[src/rtl/microwave_pkg.sv]
// Shared types, parameter defaults and the power-level clamp for the microwave cook sequencer.
package microwave_pkg;

    localparam int unsigned PWR_WINDOW_DEF = 10;
    localparam int unsigned BEEP_SECS_DEF  = 3;
    localparam int unsigned PWR_W_DEF      = 4;
    localparam int unsigned STATE_W        = 3;

    typedef enum logic [STATE_W-1:0] {
        S_IDLE  = 3'd0,
        S_SET   = 3'd1,
        S_COOK  = 3'd2,
        S_PAUSE = 3'd3,
        S_DONE  = 3'd4
    } state_e;

    // Out-of-range requests (0 or above the window) mean full power.
    function automatic int unsigned clamp_power(input int unsigned level, input int unsigned window);
        return (level == 0 || level > window) ? window : level;
    endfunction

endpackage

[src/rtl/power_duty_gen.sv]
// Magnetron duty-cycle generator: latches the power level and counts 1 Hz ticks across the window.
module power_duty_gen
    import microwave_pkg::*;
#(
    parameter int unsigned PWR_WINDOW = PWR_WINDOW_DEF,
    parameter int unsigned PWR_W      = PWR_W_DEF
) (
    input  logic             clk,
    input  logic             clr,
    input  logic             load,
    input  logic             run,
    input  logic             tick,
    input  logic [PWR_W-1:0] power_level,
    output logic             on_phase
);

    logic [PWR_W-1:0] duty_cnt;
    logic [PWR_W-1:0] pwr_q;

    // Load restarts the window; otherwise the counter advances only on ticks while running.
    always_ff @(posedge clk) begin
        if (clr) begin
            duty_cnt <= '0;
            pwr_q    <= PWR_W'(PWR_WINDOW);
        end else if (load) begin
            duty_cnt <= '0;
            pwr_q    <= PWR_W'(clamp_power(32'(power_level), PWR_WINDOW));
        end else if (run && tick) begin
            if (duty_cnt == PWR_W'(PWR_WINDOW - 1))
                duty_cnt <= '0;
            else
                duty_cnt <= duty_cnt + PWR_W'(1);
        end
    end

    assign on_phase = (duty_cnt < pwr_q);

endmodule

[src/rtl/microwave_cook_sequencer.sv]
// Central cook sequencer: keypad/start/stop/door control, power duty cycling and end-of-cook beep.
// Optional child lock is built when CHILD_LOCK_EN is defined.
module microwave_cook_sequencer
    import microwave_pkg::*;
#(
    parameter int unsigned PWR_WINDOW = PWR_WINDOW_DEF,
    parameter int unsigned BEEP_SECS  = BEEP_SECS_DEF,
    parameter int unsigned PWR_W      = PWR_W_DEF
) (
    input  logic             clk,
    input  logic             clr,
    input  logic             key_valid,
    input  logic             start,
    input  logic             stop,
    input  logic             clear,
    input  logic             door_closed,
    input  logic             tick_1hz,
    input  logic             timer_zero,
    input  logic [PWR_W-1:0] power_level,
    output logic             timer_load,
    output logic             timer_clr,
    output logic             timer_en,
    output logic             mag,
    output logic             beep,
    output logic [2:0]       state
`ifdef CHILD_LOCK_EN
    ,
    input  logic             lock_req,
    output logic             locked
`endif
);

    localparam logic [2:0] ST_IDLE  = 3'(S_IDLE);
    localparam logic [2:0] ST_SET   = 3'(S_SET);
    localparam logic [2:0] ST_COOK  = 3'(S_COOK);
    localparam logic [2:0] ST_PAUSE = 3'(S_PAUSE);
    localparam logic [2:0] ST_DONE  = 3'(S_DONE);

    localparam int unsigned BEEP_W = (BEEP_SECS > 1) ? $clog2(BEEP_SECS) : 1;

    logic [2:0]        state_q, state_d;
    logic [BEEP_W-1:0] beep_cnt_q, beep_cnt_d;
    logic              load_d, clr_d;
    logic              pwr_load, duty_run;
    logic              on_phase;
    logic              lock_active;
    logic              key_ok, start_ok;

`ifdef CHILD_LOCK_EN
    // Lock can only be toggled from IDLE so a running cook cannot be locked mid-way.
    always_ff @(posedge clk) begin
        if (clr)
            locked <= 1'b0;
        else if (lock_req && state_q == ST_IDLE)
            locked <= ~locked;
    end
    assign lock_active = locked;
`else
    assign lock_active = 1'b0;
`endif

    assign key_ok   = key_valid & ~lock_active;
    assign start_ok = start & ~lock_active;

    always_ff @(posedge clk) begin
        if (clr) begin
            state_q    <= ST_IDLE;
            beep_cnt_q <= '0;
            timer_load <= 1'b0;
            timer_clr  <= 1'b0;
        end else begin
            state_q    <= state_d;
            beep_cnt_q <= beep_cnt_d;
            timer_load <= load_d;
            timer_clr  <= clr_d;
        end
    end

    // Next-state logic; each branch follows clear > timer_zero > door > stop > start > key.
    always_comb begin
        state_d    = state_q;
        beep_cnt_d = beep_cnt_q;
        load_d     = 1'b0;
        clr_d      = 1'b0;
        pwr_load   = 1'b0;
        duty_run   = 1'b0;
        case (state_q)
            ST_IDLE: begin
                if (clear) begin
                    clr_d = 1'b1;
                end else if (key_ok) begin
                    state_d = ST_SET;
                    load_d  = 1'b1;
                end
            end
            ST_SET: begin
                if (clear || stop) begin
                    state_d = ST_IDLE;
                    clr_d   = 1'b1;
                end else if (start_ok && door_closed && !timer_zero) begin
                    state_d  = ST_COOK;
                    pwr_load = 1'b1;
                end else if (key_ok) begin
                    load_d = 1'b1;
                end
            end
            ST_COOK: begin
                if (clear) begin
                    state_d = ST_IDLE;
                    clr_d   = 1'b1;
                end else if (timer_zero) begin
                    state_d    = ST_DONE;
                    beep_cnt_d = '0;
                end else begin
                    duty_run = 1'b1;
                    if (!door_closed || stop)
                        state_d = ST_PAUSE;
                end
            end
            ST_PAUSE: begin
                if (clear || stop) begin
                    state_d = ST_IDLE;
                    clr_d   = 1'b1;
                end else if (start_ok && door_closed) begin
                    state_d = ST_COOK;
                end
            end
            ST_DONE: begin
                if (clear) begin
                    state_d = ST_IDLE;
                    clr_d   = 1'b1;
                end else if (!door_closed || stop || key_ok) begin
                    state_d = ST_IDLE;
                end else if (tick_1hz) begin
                    if (beep_cnt_q == BEEP_W'(BEEP_SECS - 1))
                        state_d = ST_IDLE;
                    else
                        beep_cnt_d = beep_cnt_q + BEEP_W'(1);
                end
            end
            default: state_d = ST_IDLE;
        endcase
    end

    power_duty_gen #(
        .PWR_WINDOW (PWR_WINDOW),
        .PWR_W      (PWR_W)
    ) u_duty (
        .clk         (clk),
        .clr         (clr),
        .load        (pwr_load),
        .run         (duty_run),
        .tick        (tick_1hz),
        .power_level (power_level),
        .on_phase    (on_phase)
    );

    // Door gates mag combinationally so the magnetron drops the same cycle the door opens.
    assign timer_en = (state_q == ST_COOK);
    assign beep     = (state_q == ST_DONE);
    assign mag      = (state_q == ST_COOK) & door_closed & on_phase;
    assign state    = state_q;

endmodule

[config.mk]
export PLATFORM = sky130hd
export DESIGN_NAME = microwave_cook_sequencer
export DESIGN_NICKNAME = d
export VERILOG_FILES = /design/src/rtl/microwave_pkg.sv /design/src/rtl/power_duty_gen.sv /design/src/rtl/microwave_cook_sequencer.sv
export SDC_FILE = /design/constraint.sdc
export NUM_CORES = 1
export LEC_CHECK = 0
export ABC_CLOCK_PERIOD_IN_PS = 3050
export BUFFER_PORTS_ARGS = -buffer_cell sky130_fd_sc_hd__buf_2
export CAP_MARGIN = 30
export CORE_ASPECT_RATIO = 0.75
export CORE_MARGIN = 8
export CORE_UTILIZATION = 50
export CTS_CLUSTER_DIAMETER = 200
export CTS_CLUSTER_SIZE = 8
export DETAILED_ROUTE_END_ITERATION = 6
export PLACE_DENSITY_LB_ADDON = 0.3
export SLEW_MARGIN = 10
export SYNTH_ARGS = -nofsm -noshare
export SYNTH_HDL_FRONTEND = slang
export SYNTH_HIERARCHICAL = 1
export SYNTH_SLANG_ARGS = --single-unit
[constraint.sdc]
create_clock -name clk -period 3.05 [get_ports clk]
set_input_delay 0.61 -clock clk [delete_from_list [all_inputs] [get_ports clk]]
set_output_delay 0.61 -clock clk [all_outputs]
set_load 0.02 [all_outputs]
[After elaboration in Yosys (flattened, before gate mapping)]
Cells that the tools add are included.
Operators by class
  bitwise operators: 2
  equality and inequality tests: 19
  magnitude comparators: 2
  reductions and logical operators: 17
  multiplexer cells: 37
  add/sub/neg operators: 2
Operators with widths (number)
  two-way mux 3 bit: 13
  inequality test 2 bit (second input constant): 8
  one-hot mux 3 bit (5 select lines): 1
  AND reduction 7 bit: 2
  two-way mux 1 bit: 12
  two-way mux 2 bit: 6
  two-way mux 4 bit: 2
  inequality test 4 x 3 -> 1 bit (second input constant): 2
  == test 3 x 2 -> 1 bit (second input constant): 2
  inequality test 3 bit (second input constant): 2
  adder 4 x 1 -> 4 bit (second input constant): 1
  == test 4 bit (second input constant): 1
  > comparator 4 bit (second input constant): 1
  zero test 4 bit: 1
  logical OR 1 bit: 4
  less-than comparator 4 bit: 1
  inequality test 4 x 2 -> 1 bit (second input constant): 1
  one-hot mux 1 bit (2 select lines): 2
  one-hot mux 2 bit (2 select lines): 1
  OR reduction 2 bit: 2
  == test 3 x 1 -> 1 bit (second input constant): 1
  == test 3 bit (second input constant): 1
  logical AND 1 bit: 3
  zero test 3 bit: 1
  other kinds (6): 8
Word-level totals
  register bits after elaboration: 15
  output and inout port bits: 8
  word-level logic and storage cells: 85
  input port bits: 13

[Logic depth before layout (Yosys ltp)]
  word-level depth: 6
  gate-level depth with buffers: 7
  mapped depth without buffers: 6

[Hierarchy]
Netlist, hierarchy kept.
Modules (own cells, without submodules)
  microwave_cook_sequencer: instances 1, area an instance 495.5 µm², seq. area each 140.1 µm², cells each 60
  power_duty_gen: instances 1, area an instance 429.2 µm², seq. area each 160.2 µm², cells each 50

[Worst setup path before layout]
Ideal clock, no wire load.
  kind: reg2reg
  from: register state_q[1], in the netlist state[1]
  to: register u_duty.duty_cnt[3]
  library setup time: 0.079 ns
  cell stages (with the launch flop): 8
  required time: 2.971 ns
  clock period less this slack: 2.489 ns
  buffers on the path: 1
  data arrival time: 2.410 ns
  path slack: 0.561 ns
  cell sequence: dfxtp_1 > buf_2 > nor3b_1 > nor3b_1 > nand3_2 > nor3b_1 > o21ai_1 > a211oi_2
On the way
  word-level cells in the longest chain between the ends: 3
  elaborated cells between the ends (all ways): 6
  classes of those cells: eq/ne (2); mux (2); reduce/logical (2)
Ends and longest elaborated chain
  start, declared: RTL line microwave_cook_sequencer.sv:41  | logic [2:0] state_q, state_d;
  start signal, assigned: RTL line microwave_cook_sequencer.sv:72  | state_q <= state_d;
  == test 3 x 2 -> 1 bit
  named net timer_en: RTL line microwave_cook_sequencer.sv:22  | output logic timer_en,
  two-way mux 1 bit: RTL line microwave_cook_sequencer.sv:87  | case (state_q)
  named net duty_run: RTL line microwave_cook_sequencer.sv:44  | logic pwr_load, duty_run;
  logical AND 1 bit: RTL line power_duty_gen.sv:28  | end else if (run && tick) begin
  end signal, assigned: RTL line power_duty_gen.sv:32  | duty_cnt <= duty_cnt + PWR_W'(1);
  end, declared: RTL line power_duty_gen.sv:17  | logic [PWR_W-1:0] duty_cnt;
The timed path passes the listed nets, and every way through them passes these cells.
A chain may end at the register's enable or synchronous reset.

[Worst setup path in the final report]
  from: register u_duty.duty_cnt[1]
  to: output mag
On the way
  word-level cells in the longest chain between the ends: 2
Ends and longest elaborated chain
  less-than comparator 4 bit: RTL line power_duty_gen.sv:36  | assign on_phase = (duty_cnt < pwr_q);
  named net on_phase: RTL line microwave_cook_sequencer.sv:45  | logic on_phase;
  bitwise AND 1 bit: RTL line microwave_cook_sequencer.sv:161  | assign mag = (state_q == ST_COOK) & door_closed & on_phase;
  end, declared: RTL line microwave_cook_sequencer.sv:23  | output logic mag,
The timed path passes the listed nets, and every way through them passes these cells.

==> key figures <==
Synthesis
  – Synthesized instance count: 110
  – Leading area contributor after synthesis: dfxtp_1
  – Netlist cell types: 40
  – Mean Syn Cell Area: 8.41 um^2
  – Share of the synthesized area in the top cell type: 32.5%
  – Synthesized flop and latch total: 15
  – Main flop type after synthesis: dfxtp_1
  – Synth area leaders: dfxtp_1, a21oi_1, ha_1
  – Synthesized area: 925 um^2
  – Mapped Nets: 127
  – Asr flop ratio synth: 0%
  – Seq/Total Area, Yosys: 32.5%
  – Post-synth EDFFs: 0
  – Syn. warnings: 6

STA
  – Fin crit share: 79.4%
  – RSZ-0062 raised after global routing: no
  – Final Max Slew Viols: 0
  – Clock skew: 0.00298 ns
  – Final hold vios: 0
  – Fmax: 413 MHz
  – Worst slew margin: 61.2%
  – Final min period: 2.42 ns
  – Final setup viols: 0
  – Setup_tns: 0 ns
  – Slew of the pin with the lowest slew margin: 0.580 ns

Setup path
  – CP arrival: 1.81 ns
  – Worst-path cell with the longest stage delay: dfxtp_1
  – Slowest stage delay, CP: 0.46 ns
  – Required time worst endpoint: 2.44 ns
  – CP Cell Sequence: ha_1, a21o_1, a21o_1, a21oi_1, and3_1, buf_2
  – Critical setup path kind: register to primary output
  – Critical path's most frequent cell: a21o_1
  – Max FO, Critical Path: 6
  – CP startpoint kind: register
  – Worst setup EP type: primary output

Power and ir drop
  – P_int: 0.337 mW
  – P_sw: 0.203 mW
  – Comb pwr share: 33.2%
  – VDD IR-drop max: 0.330 mV
  – Sequential power share: 45.7%
  – Tot Pwr: 0.540 mW
  – Leak pwr: 0.455 nW
  – Pwr/cell area: 512 nW/um^2
  – Switching part of the total: 37.6%
  – Clock power share: 21.1%

Placed design
  – DP Wirelength: 1.70 mm
  – RePlAce Congestion: 0.937
  – PortBufs: 20

Die
  – Area of the core: 1740 um^2
  – # rows: 13
  – Initial Util: 53.1%
  – Die Span Y: 53.2 um
  – Die Span X: 65.7 um
  – Die area: 3500 um^2
  – # IOs: 21

CTS
  – Setup Fix Bufs, Post-CTS: 0
  – H-Tree Depth: 1
  – Worst skew pair latency: 0.28 ns
  – Clock Sink Count: 15
  – Clock-pin slew on the worst setup and hold paths: 0.09 ns
  – CTS Root Cell: clkbuf_4
  – CTS Buf Count: 3
  – Cts repair resizes: 0
  – CTS tree: built
  – Clock Tree Buf Depth: 2
  – Post-cts hold buffer count: 0

Detailed routing
  – Via count: 873
  – DR iter-0 viols: 37
  – Antenna-violating nets left: 0
  – Drt wl/cell: 15.0 um
  – Via density: 5.74
  – Router iterations before antenna repair: 4
  – Final WL: 2.27 mm
  – Number of remaining DRC errors: 0

Global routing
  – Initial antenna violation count: 0
  – Gr usage total: 13.9%
  – Gr ovfl total: 0
  – Pin count of the biggest net entering global routing: 15
  – Vias in the first global route: 835
  – First-pass GRT wire length: 3.78 mm

Final layout
  – Nets: 148
  – ANT cells: 0
  – Most common cell after layout, fill and taps aside: buf_2
  – Most frequent cells in the layout: buf_2, dfxtp_1, a21oi_1, inv_1
  – Filler instances: 167
  – Synthesis-to-layout area growth: 13.9%
  – Share of post-route cells with drive strength above 1: 23.1%

Status
  – Outcome: finished clean

Hold path
  – Hold crit path type: register to register

Flow run
  – MaxCap Viol Count: 0
[sequential cells by signal (all words and copies together) (netlist names)]
signal and flops:
timer_load 1, u_duty/pwr_q 4, timer_clr 1, u_duty/duty_cnt 4, state 3, beep_cnt_q 2
[worst paths after layout]
| check | depth (start not counted) | slack (ns) | to | start |
|---|---|---|---|---|
| max | 6 | 0.63 | mag | u_duty/duty_cnt[1] |
| min | 2 | 0.46 | beep_cnt_q[1] | beep_cnt_q[1] |
| max reg2reg | 6 | 0.73 | u_duty/duty_cnt[3] | state[1] |
| min reg2reg | 2 | 0.46 | beep_cnt_q[1] | beep_cnt_q[1] |
[per-stage QoR]
step / instances / worst slack (ns) / utilization [%] / hold slack [ns] / instance area [um^2]
global placement: 148 / 0.879 / 59.0 / 0.443 / 1030
detailed placement: 148 / 0.817 / 59.0 / 0.454 / 1030
CTS: 152 / 0.649 / 60.5 / 0.465 / 1050
global route: 152 / 0.521 / 60.5 / 0.486 / 1050
floorplan: 110 / 0.561 / - / 0.430 / 925
finish: 152 / 0.627 / 60.5 / 0.461 / 1050
[cell usage after synthesis, types with 2 or more instances]
library cell / n
nor3b_1: 3
nor3_1: 6
ha_1: 4
o21ai_1: 4
nand3b_1: 2
nand2_1: 6
a21oi_1: 10
a31oi_1: 2
nor4_1: 2
and3_1: 2
and3b_1: 2
nor2_1: 5
buf_2: 2
xor2_1: 2
dfxtp_1: 15
inv_1: 8
nor2b_1: 2
nand2b_1: 6
a211oi_1: 2
a21o_1: 2
or3_1: 2
o21ai_0: 3
[worst max-delay path, delay by kind of cell, from the launching register on]
kind | cells | cell delay [ns]
buffers and inverters | 1 | 0.17
adder cells (fa/ha/maj) | 1 | 0.28
flip-flops | 1 | 0.46
AO/OA/AOI/OAI | 3 | 0.47
AND/OR/NAND/NOR | 1 | 0.17
[cell families after synthesis]
family	after synthesis	synth area share, %
and+or+nand+nor	46	30.9
adders and majority gates	4	5.41
AOI/OAI and AO/OA	30	22.6
xor gates and xnor gates	2	1.89
buffers and inverters	13	6.77
DFF	15	32.5
[layer usage]
layer  part of all wire, %  track usage, %  vias up
met3                   7.7            6.11        4
met1                    46            16.8      395
met2                    45            21.5       32
met4                   1.1            5.05        0
met5                     0               0        -
li1                      -               -      442
[layout make-up]
| class | instances | area, um^2 | area share [%] |
|---|---|---|---|
| multi-input cells | 82 | 562 | 53.3 |
| well taps | 22 | 27.5 | 2.61 |
| repair buffers | 21 | 108 | 10.2 |
| flip-flops and latches | 15 | 300 | 28.5 |
| clock buffers | 4 | 26.3 | 2.49 |
| inverters | 8 | 30.0 | 2.85 |
[power by group through the flow]
stage               logic (mW)  registers (mW)  clock network, mW
floorplan                0.134           0.246                  0
global placement         0.177           0.247                  0
detailed placement       0.180           0.251                  0
CTS                      0.181           0.246              0.121
global route             0.196           0.251              0.128
finish                   0.179           0.247              0.114
(Power assumes the default switching activity.)
